[src/rtl/ahb_lite_led_responder.sv]
// AHB-Lite subordinate with a four-register file: LED control, synchronised
// switch status, 32-bit scratch and completed-write counter. It inserts
// programmable data-phase wait states and answers illegal accesses with the
// two-cycle ERROR response.
module ahb_lite_led_responder #(
   parameter int WAIT_STATES = 0,
   parameter int LED_W       = 4,
   parameter int SW_W        = 2,
   parameter int DEC_W       = 12
) (
   input  logic              hclk,
   input  logic              hresetn,
   input  logic              hsel,
   input  logic [31:0]       haddr,
   input  logic [1:0]        htrans,
   input  logic              hwrite,
   input  logic [2:0]        hsize,
   input  logic [2:0]        hburst,
   input  logic [3:0]        hprot,
   input  logic              hmastlock,
   input  logic [31:0]       hwdata,
   input  logic              hready,
   output logic              hreadyout,
   output logic              hresp,
   output logic [31:0]       hrdata,
   output logic [LED_W-1:0]  led,
   input  logic [SW_W-1:0]   sw
);

   typedef enum logic [1:0] {
      ST_IDLE = 2'd0,
      ST_WAIT = 2'd1,
      ST_ERR1 = 2'd2,
      ST_ERR2 = 2'd3
   } state_t;

   localparam bit         HAS_WAIT  = (WAIT_STATES != 0);
   localparam logic [3:0] WAIT_LOAD = WAIT_STATES[3:0];

   // Address-phase legality: mapped offset, legal size, natural alignment and
   // no writes to the read-only words (offsets 0x4 and 0xC, i.e. bit 2 set).
   function automatic logic addr_err(input logic [DEC_W-1:0] off,
                                     input logic             wr,
                                     input logic [2:0]       size);
      logic unmapped;
      logic bad_size;
      logic misaligned;
      logic ro_write;
      unmapped = (off[DEC_W-1:4] != {(DEC_W-4){1'b0}});
      ro_write = wr & off[2];
      case (size)
         3'd0: begin
            bad_size   = 1'b0;
            misaligned = 1'b0;
         end
         3'd1: begin
            bad_size   = 1'b0;
            misaligned = off[0];
         end
         3'd2: begin
            bad_size   = 1'b0;
            misaligned = (off[1:0] != 2'b00);
         end
         default: begin
            bad_size   = 1'b1;
            misaligned = 1'b0;
         end
      endcase
      return unmapped | ro_write | bad_size | misaligned;
   endfunction

   // Byte lanes touched by a legal transfer, little-endian.
   function automatic logic [3:0] lane_strobe(input logic [1:0] addr_lo,
                                              input logic [1:0] size);
      logic [3:0] strb;
      case (size)
         2'd0:    strb = 4'b0001 << addr_lo;
         2'd1:    strb = addr_lo[1] ? 4'b1100 : 4'b0011;
         default: strb = 4'b1111;
      endcase
      return strb;
   endfunction

   // Replace only the strobed byte lanes of the old word.
   function automatic logic [31:0] lane_merge(input logic [31:0] old_word,
                                              input logic [31:0] new_word,
                                              input logic [3:0]  strb);
      logic [31:0] merged;
      for (int i = 0; i < 4; i++) begin
         merged[8*i +: 8] = strb[i] ? new_word[8*i +: 8] : old_word[8*i +: 8];
      end
      return merged;
   endfunction

   state_t             state_r;
   logic [3:0]         wait_cnt_r;
   logic               hreadyout_r;
   logic               hresp_r;

   logic               dp_ok_r;
   logic               dp_write_r;
   logic [3:0]         dp_addr_r;
   logic [1:0]         dp_size_r;

   logic [LED_W-1:0]   led_r;
   logic [31:0]        scratch_r;
   logic [31:0]        xfer_cnt_r;
   logic [SW_W-1:0]    sw_meta_r;
   logic [SW_W-1:0]    sw_sync_r;

   logic               accept_s;
   logic               err_s;
   logic               commit_s;
   logic               rd_phase_s;
   logic [31:0]        rd_word_s;
   logic [31:0]        wr_word_s;
   logic [31:0]        hrdata_s;
   logic               unused_s;

   // Sideband controls and undecoded address bits carry no meaning here.
   assign unused_s = ^{hburst, hprot, hmastlock, haddr[31:DEC_W]};

   // A new address phase is only taken while our previous data phase is
   // finishing (hreadyout high) and the bus itself is ready.
   assign accept_s   = hsel & hready & htrans[1] & hreadyout_r;
   assign err_s      = addr_err(haddr[DEC_W-1:0], hwrite, hsize);
   assign commit_s   = dp_ok_r & dp_write_r & hreadyout_r & ~hresp_r;
   assign rd_phase_s = dp_ok_r & ~dp_write_r & hreadyout_r & ~hresp_r;

   assign hreadyout = hreadyout_r;
   assign hresp     = hresp_r;
   assign hrdata    = hrdata_s;
   assign led       = led_r;

   // Response FSM: wait-state counting, two-cycle ERROR, registered handshake.
   always_ff @(posedge hclk or negedge hresetn) begin
      if (!hresetn) begin
         state_r     <= ST_IDLE;
         wait_cnt_r  <= 4'd0;
         hreadyout_r <= 1'b1;
         hresp_r     <= 1'b0;
      end else begin
         case (state_r)
            ST_IDLE, ST_ERR2: begin
               if (accept_s && err_s) begin
                  state_r     <= ST_ERR1;
                  hreadyout_r <= 1'b0;
                  hresp_r     <= 1'b1;
               end else if (accept_s && HAS_WAIT) begin
                  state_r     <= ST_WAIT;
                  wait_cnt_r  <= WAIT_LOAD;
                  hreadyout_r <= 1'b0;
                  hresp_r     <= 1'b0;
               end else begin
                  state_r     <= ST_IDLE;
                  hreadyout_r <= 1'b1;
                  hresp_r     <= 1'b0;
               end
            end
            ST_WAIT: begin
               if (wait_cnt_r <= 4'd1) begin
                  state_r     <= ST_IDLE;
                  wait_cnt_r  <= 4'd0;
                  hreadyout_r <= 1'b1;
                  hresp_r     <= 1'b0;
               end else begin
                  wait_cnt_r  <= wait_cnt_r - 4'd1;
               end
            end
            ST_ERR1: begin
               state_r     <= ST_ERR2;
               hreadyout_r <= 1'b1;
               hresp_r     <= 1'b1;
            end
            default: begin
               state_r     <= ST_IDLE;
               wait_cnt_r  <= 4'd0;
               hreadyout_r <= 1'b1;
               hresp_r     <= 1'b0;
            end
         endcase
      end
   end

   // Data-phase capture; held while we stall, cleared once a phase completes.
   always_ff @(posedge hclk or negedge hresetn) begin
      if (!hresetn) begin
         dp_ok_r    <= 1'b0;
         dp_write_r <= 1'b0;
         dp_addr_r  <= 4'd0;
         dp_size_r  <= 2'd0;
      end else if (hreadyout_r) begin
         dp_ok_r <= accept_s & ~err_s;
         if (accept_s) begin
            dp_write_r <= hwrite;
            dp_addr_r  <= haddr[3:0];
            dp_size_r  <= hsize[1:0];
         end else begin
            dp_write_r <= dp_write_r;
            dp_addr_r  <= dp_addr_r;
            dp_size_r  <= dp_size_r;
         end
      end else begin
         dp_ok_r    <= dp_ok_r;
         dp_write_r <= dp_write_r;
         dp_addr_r  <= dp_addr_r;
         dp_size_r  <= dp_size_r;
      end
   end

   // Register read mux, zero-extending the narrow LED and switch fields.
   always_comb begin
      rd_word_s = 32'd0;
      case (dp_addr_r[3:2])
         2'd0:    rd_word_s[LED_W-1:0] = led_r;
         2'd1:    rd_word_s[SW_W-1:0]  = sw_sync_r;
         2'd2:    rd_word_s            = scratch_r;
         2'd3:    rd_word_s            = xfer_cnt_r;
         default: rd_word_s            = 32'd0;
      endcase
   end

   // Merged write word and read data gated to completed OKAY read phases.
   always_comb begin
      wr_word_s = lane_merge(rd_word_s, hwdata, lane_strobe(dp_addr_r[1:0], dp_size_r));
      if (rd_phase_s) begin
         hrdata_s = rd_word_s;
      end else begin
         hrdata_s = 32'd0;
      end
   end

   // Writable registers and the completed-write counter commit together.
   always_ff @(posedge hclk or negedge hresetn) begin
      if (!hresetn) begin
         led_r      <= {LED_W{1'b0}};
         scratch_r  <= 32'd0;
         xfer_cnt_r <= 32'd0;
      end else if (commit_s) begin
         xfer_cnt_r <= xfer_cnt_r + 32'd1;
         case (dp_addr_r[3:2])
            2'd0:    led_r     <= wr_word_s[LED_W-1:0];
            2'd2:    scratch_r <= wr_word_s;
            default: scratch_r <= scratch_r;
         endcase
      end else begin
         led_r      <= led_r;
         scratch_r  <= scratch_r;
         xfer_cnt_r <= xfer_cnt_r;
      end
   end

   // Two-flop synchroniser for the asynchronous switch inputs.
   always_ff @(posedge hclk or negedge hresetn) begin
      if (!hresetn) begin
         sw_meta_r <= {SW_W{1'b0}};
         sw_sync_r <= {SW_W{1'b0}};
      end else begin
         sw_meta_r <= sw;
         sw_sync_r <= sw_meta_r;
      end
   end

endmodule
[config.mk]
export PLATFORM = sky130hd
export DESIGN_NAME = ahb_lite_led_responder
export DESIGN_NICKNAME = d
export VERILOG_FILES = /design/src/rtl/ahb_lite_led_responder.sv
export SDC_FILE = /design/constraint.sdc
export NUM_CORES = 1
export LEC_CHECK = 0
export CORE_MARGIN = 2
export CORE_UTILIZATION = 40
export DETAILED_ROUTE_END_ITERATION = 10
export GPL_TIMING_DRIVEN = 1
export MAX_ROUTING_LAYER = met4
export PLACE_DENSITY = 0.79
export SETUP_SLACK_MARGIN = 0.3
export SLEW_MARGIN = 20
export SYNTH_ARGS = -nofsm -noshare
export SYNTH_HDL_FRONTEND = slang
export SYNTH_SLANG_ARGS = --single-unit
[constraint.sdc]
create_clock -name hclk -period 2.4 [get_ports hclk]
set_input_delay 0.6 -clock hclk [delete_from_list [all_inputs] [get_ports hclk]]
set_output_delay 0.6 -clock hclk [all_outputs]
set_load 0.02 [all_outputs]
==> run summary, run 1 <==
HP Class: in -> async
Remaining DRCs: 0
busiest grt layer: met2
grt ovf: 0
PD cells: 583 nW/um^2
Max clock buf depth: 2
GRT Total Usage: 19.7%
hpwl dp: 8410 um
critical path class: reg -> out
Final #Nets: 665
Mapped Area: 4650 sq um
later-pin clock latency in the skew report: 0.33 ns
RePlAce Congestion: 0.842
Rows: 39
most common cell after layout, fill and taps aside: dfrtp_1
Util after Layout: 59.1%
Slew Viols, Final: 0
CP max FO: 6
Area contributors post-synth: dfrtp_1 46%, mux2i_1 13%, nor2_1 5.3%
final worst slack: -0.0358 ns
Final setup viols: 27
Initial Utilization: 40.9%
Antenna diodes: 0
Pleak: 2.85 nW
clock skew: 0.00513 ns
initial drt markers: 202
RR Endpoint: scratch_r[13]
worst r2r src: hreadyout
Vias: 3843
drt pass-1 iters: 4
number of port buffers: 92
CTS tree: built
final worst path period share: 101%
die extent in x: 112 um
cts bufs inserted: 9
number of nets with antenna violations after routing: 0
drt wl/cell: 15.9 um
Rel. slew slack: 52.7%
Clock Pin Slew Worst Setup and Hold Paths: 0.06 ns
Most used DFF post-synth: dfrtp_1
CTS Sinks: 87
die height: 112 um
initial antenna violation count: 0
global routing usage on met1: 25.0%
CTS Root Cell: clkbuf_16
Fmax: 411 MHz
RSZ-0062 raised after global routing: true
via count of the first global-routing pass: 4009
die area: 12500 sq um
CTS H-tree lvls: 3
Slew @ Worst Pin: 0.710 ns
status: finished with violations
WL final: 11500 um
Slowest cell on crit path: dfstp_2
number of flops mapped to enable cells by yosys: 0
GR Layer Usage met3: 2.56%
Yosys warning count: 0
Max Cap Violations: 0
# IOs: 122
commonest non-fill, non-tap cells in the layout: 85 x dfrtp_1, 64 x nor2_1, 61 x mux2i_1
sequential cell area fraction in the yosys report: 46.9%
top-area cell type share of the netlist area: 46.3%
layout cell share with drive strength beyond 1: 23.8%
vias per cell: 5.31
Worst Path Arrival: 1.84 ns
Worst EP required: 1.80 ns
Syn Area/Cell: 9.95 sq um
Yosys top cell by area: dfrtp_1
final hold vios: 0
async set-reset flop share out of synthesis: 100%
pre-CTS setup slack: -0.137 ns
cells after synthesis: 467
crit-path max cell delay: 0.54 ns
largest net degree at the start of global routing: 40
first-pass GRT wire length: 19500 um
GR Util met2: 33.1%
post-synthesis cell type count: 50
Worst IR Drop VDD: 0.449 mV
register-to-register setup slack: 0.40 ns
syn nets: 556
hold_buf cts: 0
critical path cell sequence: nand2_2 -> or3_4 -> buf_12 -> nor3_4 -> buf_6
failing checks: setup timing
CP Capture Type: output pin
min Tclk post-route: 2.44 ns
core area: 11400 sq um
Startpoint Class: register
area delta synth->final: 44.6%
Yosys reg bits: 87
Worst R2R Path Depth: 7
Fillers: 908
## registers in the layout (all words and copies together), names as in the netlist
name,flops
led,4
state_r,2
sw_meta_r,2
dp_addr_r,4
dp_ok_r,1
dp_write_r,1
wait_cnt_r,4
hreadyout,1
xfer_cnt_r,32
dp_size_r,2
sw_sync_r,2
scratch_r,32
## cell usage after synthesis, types with 5 or more instances
| cell type | number |
|---|---|
| a21oi_1 | 32 |
| and3_1 | 5 |
| buf_2 | 12 |
| clkbuf_1 | 7 |
| dfrtp_1 | 86 |
| ha_1 | 5 |
| inv_1 | 6 |
| mux2_2 | 7 |
| mux2i_1 | 61 |
| nand2_1 | 34 |
| nand3_1 | 9 |
| nand4_1 | 15 |
| nor2_1 | 65 |
| nor3_1 | 31 |
| o21ai_0 | 5 |
| xnor2_1 | 26 |
| xor2_1 | 5 |
## worst max-delay path by stage
stage,start,end
2_1_floorplan,hreadyout,hrdata[10]
3_3_place_gp,hreadyout,hrdata[0]
3_5_place_dp,hreadyout,hrdata[5]
4_1_cts,hreadyout,hrdata[12]
5_1_grt,hreadyout,hrdata[12]
6_report,hreadyout,hrdata[5]
## where the power goes
group / total (mW) / internal (mW) / switching (mW)
registers: 1.53 / 1.50 / 0.0341
clock network: 1.49 / 0.940 / 0.554
logic: 0.891 / 0.394 / 0.497
total: 3.92 / 2.83 / 1.09
## kinds of logic after synthesis
group	count (synthesis)	synth area share (%)
multiplexers	70	15.8
flip-flops	87	46.9
AND/OR/NAND/NOR	191	20.7
AO/OA/AOI/OAI	51	6.41
buffers and inverters	32	3.07
adder cells (fa/ha/maj)	5	1.35
XOR/XNOR	31	5.84
## critical path, delay by kind of cell (launching register included)
family	cells	cell delay, ns
buffers and inverters	2	0.33
DFF	1	0.54
and+or+nand+nor	3	0.64
## metal layers
layer,share of wire [%],vias to the layer above
met5,0,-
met3,3.5,14
met4,1.5,0
met1,44,1859
li1,-,1857
met2,51,113
## repair_timing
action | CTS | global route
setup buffers | 0 | 1
gates resized for setup | 193 | 8
cloned | 1 | 0
pin swaps | 1 | 4
endpoints found under the setup margin | 33 | 55
## stage by stage
stage	instance area [sq um]	total power [mW]	hold WS (ns)	TNS, ns	instances
after floorplan	5020	2.13	0.304	0	467
after global placement	6280	2.42	0.335	-2.70	706
after detailed placement	6280	2.45	0.335	-3.01	706
after CTS	6670	3.94	0.167	-1.77	723
after global routing	6720	4.08	0.173	-1.98	724
final	6720	3.92	0.159	-0.400	724
## cell type report
cell class                      count  area (sq um)  area share (%)
Multi-Input combinational cell    348          2680            39.9
Clock inverter                      5          81.3            1.21
Clock buffer                       11           243            3.61
Timing Repair Buffer              122          1320            19.7
Tap cell                          143           179            2.66
Sequential cell                    87          2180            32.4
Inverter                            8          31.3           0.466
Note: power is estimated with default switching activity, not from simulation.
==> run 2, diff against run 1 <==
--- a/config.mk
+++ b/config.mk
@@ -5,6 +5,7 @@
 export SDC_FILE = /design/constraint.sdc
 export NUM_CORES = 1
 export LEC_CHECK = 0
+export CORE_ASPECT_RATIO = 1.75
 export CORE_MARGIN = 2
 export CORE_UTILIZATION = 40
 export DETAILED_ROUTE_END_ITERATION = 10
==> constraint.sdc (replaced) <==
create_clock -name hclk -period 2.3 [get_ports hclk]
set_input_delay 0.575 -clock hclk [delete_from_list [all_inputs] [get_ports hclk]]
set_output_delay 0.575 -clock hclk [all_outputs]
set_load 0.02 [all_outputs]
==> run 2 against run 1 <==
Effect of this change: the run still ends with setup timing left; clock skew is 0.0015 ns higher; register-to-register slack better by 0.04 ns; flip-flop and latch count stayed put; sequential share of layout area is 0.81 points lower; combinational power is 19% higher; first-iteration DRC count is 33% higher.
==> run summary, run 2 (synthesized netlist as in run 1, its figures left out) <==
status: finished with violations
failing checks: setup timing
initial antenna violation count: 0 (unchanged)
final hold vios: 0 (unchanged)
Net Sw Power: 1.16 mW (+6.6%)
HP Class: in -> async
largest registers: scratch_r (32), xfer_cnt_r (32)
Vias: 4120 (+7.2%)
Worst R2R Path Depth: 6 (-1)
CTS Root Cell: clkbuf_16
critical path class: reg -> out
Slew @ Worst Pin: 0.675 ns (-0.0356 ns)
pre-CTS setup slack: -0.349 ns (-0.212 ns)
die area: 12500 sq um (+0.27%)
layout cell share with drive strength beyond 1: 27.0% (+3.3 points)
clock skew: 0.00662 ns (+0.00149 ns)
CP max FO: 8 (+2)
commonest non-fill, non-tap cells in the layout: 85 x dfrtp_1, 64 x nor2_1, 61 x mux2i_1
number of port buffers: 92 (unchanged)
CTS tree: built
GR Util met2: 37.0% (+4.0 points)
WL final: 12600 um (+9.6%)
Rel. slew slack: 55.0% (+2.4 points)
switching share of power: 28.3% (+0.57 points)
CP Capture Type: output pin
Worst IR Drop VDD: 0.391 mV (-13%)
Total Power: 4.09 mW (+4.4%)
busiest grt layer: met2
Clock power frac: 35.1% (-3.1 points)
Rows: 52 (+33%)
crit-path max cell delay: 0.54 ns (about the same)
register-to-register setup slack: 0.44 ns (+0.04 ns)
Gate power share: 26.0% (+3.2 points)
RePlAce Congestion: 0.824 (-2.1%)
vias per cell: 5.53 (+4.2%)
drt wl/cell: 16.9 um (+6.5%)
via count of the first global-routing pass: 4392 (+9.6%)
Internal: 2.93 mW (+3.6%)
Max clock buf depth: 2 (unchanged)
area delta synth->final: 48.2%
Slew Viols, Final: 0 (unchanged)
PD cells: 593 nW/um^2 (+1.8%)
GRT Total Usage: 21.5% (+1.8 points)
Pleak: 3.00 nW (+5.1%)
largest net degree at the start of global routing: 39 (-2.5%)
post-placement cell count: 724 (+2.5%)
# IOs: 122 (unchanged)
Util after Layout: 60.2% (+1.1 points)
Flop pwr share: 38.9% (-0.2 points)
number of nets with antenna violations after routing: 0 (unchanged)
core area: 11500 sq um (+0.72%)
Final setup viols: 32 (+19%)
critical path cell sequence: nand2_2 -> or3_4 -> buf_12 -> buf_16 -> nor3_4 -> buf_6
min Tclk post-route: 2.49 ns
RR Endpoint: xfer_cnt_r[5]
CTS H-tree lvls: 3 (unchanged)
Remaining DRCs: 0 (unchanged)
Fmax: 401 MHz
most common cell after layout, fill and taps aside: dfrtp_1
final worst path period share: 108%
Initial Utilization: 40.6% (-0.29 points)
Final #Nets: 694 (+4.4%)
hold_buf cts: 0 (unchanged)
initial drt markers: 268 (+33%)
Clock Pin Slew Worst Setup and Hold Paths: 0.06 ns (about the same)
RSZ-0062 raised after global routing: true
first-pass GRT wire length: 20700 um (+6.2%)
Worst EP required: 1.73 ns (-0.07 ns)
die extent in x: 85.5 um (-24%)
Startpoint Class: register
Max Cap Violations: 0 (unchanged)
Slowest cell on crit path: dfstp_2
drt pass-1 iters: 4 (unchanged)
global routing usage on met1: 23.2% (-1.8 points)
die height: 147 um (+31%)
hpwl dp: 8990 um (+6.9%)
GR Layer Usage met3: 3.73% (+1.2 points)
Antenna diodes: 0 (unchanged)
grt ovf: 0 (unchanged)
cts bufs inserted: 9 (unchanged)
worst r2r src: hreadyout
Worst Path Arrival: 1.92 ns (+0.08 ns)
later-pin clock latency in the skew report: 0.34 ns (about the same)
final non-filler cell total: 745 (+2.9%)
final worst slack: -0.192 ns (-0.156 ns)
CTS Sinks: 87 (unchanged)
-- run 2: how the worst max path moves through the flow --
stage	from	endpoint	slack (ns)
finish	hreadyout	hrdata[31]	-0.19
global route	hreadyout	hrdata[28]	-0.23
CTS	hreadyout	hrdata[31]	-0.19
detailed placement	hreadyout	hrdata[6]	-0.35
global placement	hreadyout	hrdata[6]	-0.32
floorplan	hreadyout	hrdata[10]	0.18
-- run 2: final cells by class --
class	instances	area, sq um
fillers	906	4560
multi-input cells	348	2690
flip-flops and latches	87	2180
repair buffers	151	1530
clock buffers	13	250
well taps	135	169
clock inverters	3	42.5
inverters	8	31.3
-- run 2: per-stage QoR --
step                hold WS, ns  TNS (ns)  cell area, sq um
global route              0.170     -4.06              6890
finish                    0.149     -2.66              6890
floorplan                 0.279         0              5020
CTS                       0.152     -2.83              6860
global placement          0.334     -8.62              6450
detailed placement        0.339     -9.15              6450
-- run 2: layer usage --
metal / vias up / share of wire [%]
met5: - / 0
met4: 0 / 4.1
met3: 42 / 4.2
met2: 134 / 55
met1: 2025 / 37
li1: 1919 / -
-- run 2: what timing repair did --
item / in CTS / in global routing
gates cloned: 1 / 0
setup buffers: 3 / 1
setup endpoints to repair: 34 / 39
gates resized for setup: 198 / 6
-- run 2: worst max-delay path, delay by kind of cell, from the launching register on --
kind                   cells  cell delay, ns
DFF                        1            0.54
buffers and inverters      3            0.45
and+or+nand+nor            3            0.59
-- run 2: power by group through the flow --
stage | sequential (mW) | clock, mW | combinational, mW
3_3_place_gp | 1.62 | 0 | 1.02
5_1_grt | 1.60 | 1.52 | 1.14
3_5_place_dp | 1.62 | 0 | 1.06
6_report | 1.59 | 1.43 | 1.06
2_1_floorplan | 1.61 | 0 | 0.615
4_1_cts | 1.59 | 1.46 | 1.06
